$ cat src/rtl/apb_cmd_initiator.sv
// APB3 requester: accepts one valid/ready command at a time, runs it as a single
// APB transfer with optional wait-state timeout, and returns data/status on a response port.
module apb_cmd_initiator #(
    parameter int unsigned ADDR_W  = 12,
    parameter int unsigned TIMEOUT = 255
) (
    input  logic              PCLK,
    input  logic              PRESET,
    input  logic              cmd_valid,
    output logic              cmd_ready,
    input  logic              cmd_write,
    input  logic [ADDR_W-3:0] cmd_addr,
    input  logic [31:0]       cmd_wdata,
    output logic              rsp_valid,
    input  logic              rsp_ready,
    output logic [31:0]       rsp_rdata,
    output logic              rsp_err,
    output logic              rsp_timeout,
    output logic              PSEL,
    output logic              PENABLE,
    output logic              PWRITE,
    output logic [ADDR_W-3:0] PADDR,
    output logic [31:0]       PWDATA,
    input  logic [31:0]       PRDATA,
    input  logic              PREADY,
    input  logic              PSLVERR
);

    typedef enum logic [1:0] {
        IDLE   = 2'd0,
        SETUP  = 2'd1,
        ACCESS = 2'd2,
        RESP   = 2'd3
    } state_t;

    localparam logic [15:0] TO_LIMIT = 16'(TIMEOUT);
    localparam bit          TO_EN    = (TIMEOUT != 0);

    state_t              state_q, state_d;
    logic                cmd_ready_q, cmd_ready_d;
    logic                rsp_valid_q, rsp_valid_d;
    logic [31:0]         rsp_rdata_q, rsp_rdata_d;
    logic                rsp_err_q, rsp_err_d;
    logic                rsp_timeout_q, rsp_timeout_d;
    logic                psel_q, psel_d;
    logic                penable_q, penable_d;
    logic                pwrite_q, pwrite_d;
    logic [ADDR_W-3:0]   paddr_q, paddr_d;
    logic [31:0]         pwdata_q, pwdata_d;
    logic [15:0]         wait_cnt_q, wait_cnt_d;

    function automatic logic [15:0] sat_inc16(input logic [15:0] v);
        return (v == 16'hFFFF) ? v : v + 16'd1;
    endfunction

    always_comb begin
        state_d       = state_q;
        cmd_ready_d   = cmd_ready_q;
        rsp_valid_d   = rsp_valid_q;
        rsp_rdata_d   = rsp_rdata_q;
        rsp_err_d     = rsp_err_q;
        rsp_timeout_d = rsp_timeout_q;
        psel_d        = psel_q;
        penable_d     = penable_q;
        pwrite_d      = pwrite_q;
        paddr_d       = paddr_q;
        pwdata_d      = pwdata_q;
        wait_cnt_d    = wait_cnt_q;

        case (state_q)
            IDLE: begin
                if (cmd_valid) begin
                    state_d     = SETUP;
                    cmd_ready_d = 1'b0;
                    psel_d      = 1'b1;
                    pwrite_d    = cmd_write;
                    paddr_d     = cmd_addr;
                    pwdata_d    = cmd_wdata;
                    wait_cnt_d  = 16'd0;
                end
            end
            SETUP: begin
                state_d   = ACCESS;
                penable_d = 1'b1;
            end
            ACCESS: begin
                // Completion is checked before the timeout so a late PREADY still wins.
                if (PREADY) begin
                    state_d       = RESP;
                    psel_d        = 1'b0;
                    penable_d     = 1'b0;
                    rsp_valid_d   = 1'b1;
                    rsp_rdata_d   = pwrite_q ? 32'd0 : PRDATA;
                    rsp_err_d     = PSLVERR;
                    rsp_timeout_d = 1'b0;
                end else if (TO_EN && (wait_cnt_q == TO_LIMIT)) begin
                    state_d       = RESP;
                    psel_d        = 1'b0;
                    penable_d     = 1'b0;
                    rsp_valid_d   = 1'b1;
                    rsp_rdata_d   = 32'd0;
                    rsp_err_d     = 1'b1;
                    rsp_timeout_d = 1'b1;
                end else begin
                    wait_cnt_d = sat_inc16(wait_cnt_q);
                end
            end
            RESP: begin
                if (rsp_ready) begin
                    state_d     = IDLE;
                    rsp_valid_d = 1'b0;
                    cmd_ready_d = 1'b1;
                end
            end
            default: begin
                state_d     = IDLE;
                cmd_ready_d = 1'b1;
                rsp_valid_d = 1'b0;
                psel_d      = 1'b0;
                penable_d   = 1'b0;
            end
        endcase
    end

    always_ff @(posedge PCLK) begin
        if (PRESET) begin
            state_q       <= IDLE;
            cmd_ready_q   <= 1'b1;
            rsp_valid_q   <= 1'b0;
            rsp_rdata_q   <= 32'd0;
            rsp_err_q     <= 1'b0;
            rsp_timeout_q <= 1'b0;
            psel_q        <= 1'b0;
            penable_q     <= 1'b0;
            pwrite_q      <= 1'b0;
            paddr_q       <= '0;
            pwdata_q      <= 32'd0;
            wait_cnt_q    <= 16'd0;
        end else begin
            state_q       <= state_d;
            cmd_ready_q   <= cmd_ready_d;
            rsp_valid_q   <= rsp_valid_d;
            rsp_rdata_q   <= rsp_rdata_d;
            rsp_err_q     <= rsp_err_d;
            rsp_timeout_q <= rsp_timeout_d;
            psel_q        <= psel_d;
            penable_q     <= penable_d;
            pwrite_q      <= pwrite_d;
            paddr_q       <= paddr_d;
            pwdata_q      <= pwdata_d;
            wait_cnt_q    <= wait_cnt_d;
        end
    end

    assign cmd_ready   = cmd_ready_q;
    assign rsp_valid   = rsp_valid_q;
    assign rsp_rdata   = rsp_rdata_q;
    assign rsp_err     = rsp_err_q;
    assign rsp_timeout = rsp_timeout_q;
    assign PSEL        = psel_q;
    assign PENABLE     = penable_q;
    assign PWRITE      = pwrite_q;
    assign PADDR       = paddr_q;
    assign PWDATA      = pwdata_q;

endmodule

$ cat config.mk
export PLATFORM = sky130hd
export DESIGN_NAME = apb_cmd_initiator
export DESIGN_NICKNAME = d
export VERILOG_FILES = /design/src/rtl/apb_cmd_initiator.sv
export SDC_FILE = /design/constraint.sdc
export NUM_CORES = 1
export LEC_CHECK = 0
export CAP_MARGIN = 15
export CORE_UTILIZATION = 38
export CTS_CLUSTER_SIZE = 14
export DETAILED_ROUTE_END_ITERATION = 10
export GPL_ROUTABILITY_DRIVEN = 1
export PLACE_DENSITY = 0.81
export SYNTH_ARGS = -nofsm -noshare
export SYNTH_HDL_FRONTEND = slang
export SYNTH_SLANG_ARGS = --single-unit
export TNS_END_PERCENT = 50
$ cat constraint.sdc
create_clock -name PCLK -period 2.1 [get_ports PCLK]
set_clock_uncertainty 0.1 [all_clocks]
set_input_delay 0.42 -clock PCLK [delete_from_list [all_inputs] [get_ports PCLK]]
set_output_delay 0.42 -clock PCLK [all_outputs]
set_load 0.03 [all_outputs]
* Yosys cells after proc, flatten, opt, wreduce, memory -nomap -nowiden
Index checks and enable logic that the tools add are counted.
Word-level totals: flip-flop bits (word level) 99, bits of input ports 81, output and inout port bits 81, word-level logic and storage cells 65
Operators by class: add/subtract/negate cells 1, equal/unequal tests 11, multiplexer cells 27, reductions and logical operators 14
Operators with widths (count):
- $mux 32 | 3
- $mux 16 | 4
- $pmux 16 s2 | 1
- $add 16x1->16 const B | 1
- $eq 16x16->1 const B | 1
- $eq 16x8->1 const B | 1
- $reduce_and 3->1 | 4
- $mux 1 | 10
- $ne 2x2->1 const B | 5
- $reduce_bool 2->1 | 5
- $mux 2 | 4
- $pmux 1 s2 | 4
- $pmux 2 s4 | 1
- $reduce_and 2->1 | 3
- $reduce_and 5->1 | 1
- $eq 2x2->1 const B | 2
- $ne 3x3->1 const B | 1
- $eq 2x1->1 const B | 1
- $logic_not 2->1 | 1

* Longest topological paths before layout
word-level depth 5, depth in mapped cells 10, mapped depth without buffers 7

* Least setup slack after synthesis
OpenSTA, ideal clock, no wires.
kind register to register, start point register state_q[0], end point register wait_cnt_q[12], setup time 70 ps, arrival 1848 ps, required time 1930 ps, setup slack 82 ps, stages on the path, launching flop included 8, buffers on the path 0, period minus slack after synthesis 2018 ps, cell sequence dfxtp_1 -> inv_1 -> ha_1 -> mux2_2 -> nand2_1 -> or3_4 -> or4_1 -> a21oi_1
Between the ends: word-level cells in the longest chain between the ends 3, elaborated cells between the ends (all ways) 9, those cells by class eq/ne: 5; mux: 1; reduce/logical: 3
Ends and longest elaborated chain:
- from (decl) | line 39 | state_t state_q, state_d;
- from (signal assigned) | line 140 | state_q <= state_d;
- $eq 2x2->1 / $logic_not 2->1 (equally long branches) | line 70 | case (state_q)
- $ne 2x2->1 (no line) / $reduce_bool 2->1 (equally long branches)
- $reduce_and 5->1 (no line)
- to (signal assigned) | line 151 | wait_cnt_q <= wait_cnt_d;
- to (decl) | line 50 | logic [15:0] wait_cnt_q, wait_cnt_d;
Several ways; a longest one is shown, not always the timed one. A chain may end at the register's enable or synchronous reset.

* Worst setup path in the final report
start point register state_q[1], end point register wait_cnt_q[14]
The elaborated chain is that of the path after synthesis.

==> impl_table.tex <==
\begin{tabular}{lr}
\hline
Metric & Value \\
\hline
\multicolumn{2}{l}{\textbf{Logic synthesis}} \\
Part of the Yosys area used for sequential elements & 0.520 \\
Fraction of synthesized cell area taken by the top area cell type & 0.520 \\
Area leader, netlist & sky130\_fd\_sc\_hd\_\_dfxtp\_1 \\
Count of distinct cell types in the synthesized netlist & 44 \\
Cell count after synthesis & roughly 420 \\
Dominant cell by count in the synthesized netlist & sky130\_fd\_sc\_hd\_\_dfxtp\_1 \\
List of most frequent post-synthesis cells & 99 x sky130\_fd\_sc\_hd\_\_dfxtp\_1, 97 x sky130\_fd\_sc\_hd\_\_nand2\_1, 57 x sky130\_fd\_sc\_hd\_\_a21oi\_1 \\
Post-synth EDFFs & 0 \\
Ys async rst share & 0 \\
Synthesized Nets & between 500 and 600 \\
Largest cells by area after synthesis & sky130\_fd\_sc\_hd\_\_dfxtp\_1 52\%, sky130\_fd\_sc\_hd\_\_nand2\_1 9.6\%, sky130\_fd\_sc\_hd\_\_a21oi\_1 7.5\% \\
Average instance area after synthesis & between 9 and 10 µm² \\
Synthesized area & $\sim$0.0038 mm² \\
Flops \& latches, synth & 99 \\
Most used flip-flop cell after synthesis & sky130\_fd\_sc\_hd\_\_dfxtp\_1 \\
Yosys warns & 0 \\
\multicolumn{2}{l}{\textbf{Setup path}} \\
Worst setup EP type & register \\
Maximum cell stage delay along the critical path & between 0.3 and 0.4 ns \\
Worst path required time & about 2.3 ns \\
List of cells traversed by the critical path & inv\_1 -> ha\_2 -> mux2\_4 -> nand2\_1 -> or3\_4 -> buf\_4 -> o31ai\_1 -> a21oi\_2 \\
Maximum fanout along the worst path & 4 \\
Setup CP Type & reg2reg \\
Worst-path cell with the longest stage delay & sky130\_fd\_sc\_hd\_\_or3\_4 \\
Worst Setup Start Kind & register \\
CP arrival & 2.17 ns \\
\multicolumn{2}{l}{\textbf{Floorplan}} \\
Area of the core & between 0.009 and 0.01 mm² \\
Die extent in y & 102 µm \\
Starting density of the core & 0.392 \\
DIE AREA & $\sim$0.010 mm² \\
Horizontal die dimension & 102 µm \\
Std cell rows & 36 \\
I/O pin count & between 150 and 200 \\
\multicolumn{2}{l}{\textbf{CTS}} \\
CTS clk-pin slew, worst paths & 0.10 ns \\
Insertion delay of the later-clocked pin in the worst-skew pair & 0.36 ns \\
Number of sinks driven by the clock tree & 99 \\
Number of buffers on the longest clock path & 2 \\
TritonCTS clock tree & yes \\
Count of H-tree levels built during CTS & 3 \\
Cell at the root of the clock tree & sky130\_fd\_sc\_hd\_\_clkbuf\_8 \\
Number of hold buffers added after cts & 0 \\
TritonCTS buffer count & 9 \\
\multicolumn{2}{l}{\textbf{GRT}} \\
Total gr overflow & 0 \\
Number of global-route vias before repair & 3,536 \\
Overall Global Routing Usage & 0.204 \\
Antenna violations before repair & 0 \\
First-pass GRT wire length & 16,700 µm \\
Maximum number of pins on one net before global-route repair & 57 \\
\multicolumn{2}{l}{\textbf{STA}} \\
Worst slew pin tran & 0.692 ns \\
Final cycle utilization of the critical path & 0.961 \\
Final-layout setup total negative slack & 0 ns \\
Achievable Freq & 0.495 GHz \\
RSZ-0062 raised after global routing & yes \\
Minimum clock period & 2.02 ns \\
Post-route worst setup slack & between 0.08 and 0.09 ns \\
Post-Route Hold Slack & between 0.3 and 0.4 ns \\
Final hold violations & 0 \\
Headroom to the max-slew limit & 0.538 \\
Final setup violation count & 0 \\
Max-slew violation count & 0 \\
\multicolumn{2}{l}{\textbf{Placement}} \\
Setup slack at placement & -0.269 ns \\
Final GP Congestion & 0.837 \\
Standard cell area after detailed placement & 0.00573 mm² \\
Count of input and output buffers & $\sim$160 \\
Number of cells after detailed placement & 722 \\
HPWL Detailed & 7930 µm \\
\multicolumn{2}{l}{\textbf{Routing}} \\
Drt total wl & about 11,000 µm \\
Number of vias per cell after detailed routing & 5.03 \\
Number of routed nets with antenna violations & 0 \\
DRC violation total after the first TritonRoute iteration & between 100 and 150 \\
Number of detailed-routing iterations run before antenna repair & 4 \\
DRC errors left & 0 \\
Vias & 3,731 \\
Wire per inst & 14.6 µm \\
\multicolumn{2}{l}{\textbf{Cells and area}} \\
Area grow syn2layout & 57.7\% \\
Nets & 690 \\
Final cell count without fillers & 742 \\
Final standard cell utilization of the core & 0.617 \\
Non-Filler Cell Area, Final & 0.00601 mm² \\
Ratio of cells with drive above 1 in the final layout & 0.149 \\
\# diodes & 0 \\
\multicolumn{2}{l}{\textbf{Outcome}} \\
Run status & finished clean \\
\multicolumn{2}{l}{\textbf{Power}} \\
Post-layout power & 5.66 mW \\
Power per cell area & around 940 mW/mm² \\
Max rail drop VDD & 486 µV \\
Lkg Pwr & 2.22 nW \\
\multicolumn{2}{l}{\textbf{Worst hold path}} \\
Worst min-delay path category & reg2reg \\
\multicolumn{2}{l}{\textbf{Flow run}} \\
Max-capacitance violation count & 0 \\
\hline
\end{tabular}
==> layout by cell type, fill, tap and decap left out, drive strengths merged, types with 4 or more instances in the layout <==
| master | instances |
|---|---|
| inv | 9 |
| and4 | 4 |
| dfxtp | 99 |
| nand2 | 98 |
| and2 | 5 |
| o21ai | 11 |
| or3 | 11 |
| or4 | 5 |
| nor3 | 6 |
| a21oi | 66 |
| a22o | 32 |
| buf | 44 |
| o31ai | 5 |
| nor2 | 7 |
| ha | 5 |
| nand4 | 6 |
| clkbuf | 10 |
| clkdlybuf4s50 | 160 |
==> layout make-up <==
| type | instances | area, µm² |
|---|---|---|
| clock buffers | 10 | 128 |
| clock inverters | 6 | 47.5 |
| fillers | 851 | 3720 |
| inverters | 6 | 22.5 |
| multi-input cells | 284 | 1690 |
| flip-flops and latches | 99 | 1990 |
| well taps | 133 | 166 |
| repair buffers | 204 | 1960 |
==> report_power, final <==
| part | switching [mW] | total, mW | internal (mW) |
|---|---|---|---|
| Sequential | 0.153 | 2.31 | 2.15 |
| Combinational | 1.23 | 2.21 | 0.987 |
| Clock | 0.698 | 1.14 | 0.445 |
==> routing by layer <==
metal,global-route usage,part of all wire
met1,0.236,0.41
met2,0.357,0.50
met3,0.0588,0.078
met4,0.0725,0.013
met5,0,0
==> kinds of logic after synthesis <==
kind of cell | share of synthesized area
AOI/OAI and AO/OA | 0.212
adders and majority gates | 0.0164
buffers and inverters | 0.0486
DFF | 0.520
muxes | 0.00952
and+or+nand+nor | 0.193
==> flip-flops by register name, summed over array words and instances, names as in the netlist <==
name,count
PWRITE,1
PADDR,10
PSEL,1
PENABLE,1
cmd_ready,1
rsp_timeout,1
rsp_rdata,32
PWDATA,32
state_q,2
wait_cnt_q,16
rsp_err,1
rsp_valid,1
==> repair_timing <==
action | 4_1_cts | 5_1_grt
pin swaps | 0 | 3
hold endpoints to repair | 0 | 0
buffers inserted | 0 | 4
cloned | 0 | 0
resized for setup | 4 | 14
endpoints found under the setup margin | 34 | 16
==> worst max-delay path: cells and delay by family (launching register included) <==
kind,cells,cell delay [ns]
buffers and inverters,2,0.21
AND/OR/NAND/NOR,2,0.47
adder cells (fa/ha/maj),1,0.19
flip-flops,1,0.37
AO/OA/AOI/OAI,2,0.38
multiplexers,1,0.20
==> final timing paths <==
check	startpoint	end	slack [ns]	depth (start not counted)
max reg2reg	state_q[1]$_SDFFE_PP0P_	wait_cnt_q[14]$_SDFFE_PP0P_	0.08	8
min	PWDATA[15]$_SDFFE_PP0P_	PWDATA[15]$_SDFFE_PP0P_	0.36	2
max	state_q[1]$_SDFFE_PP0P_	wait_cnt_q[14]$_SDFFE_PP0P_	0.08	8
min reg2reg	PWDATA[15]$_SDFFE_PP0P_	PWDATA[15]$_SDFFE_PP0P_	0.36	2
Power figures use the tool's default switching activity.
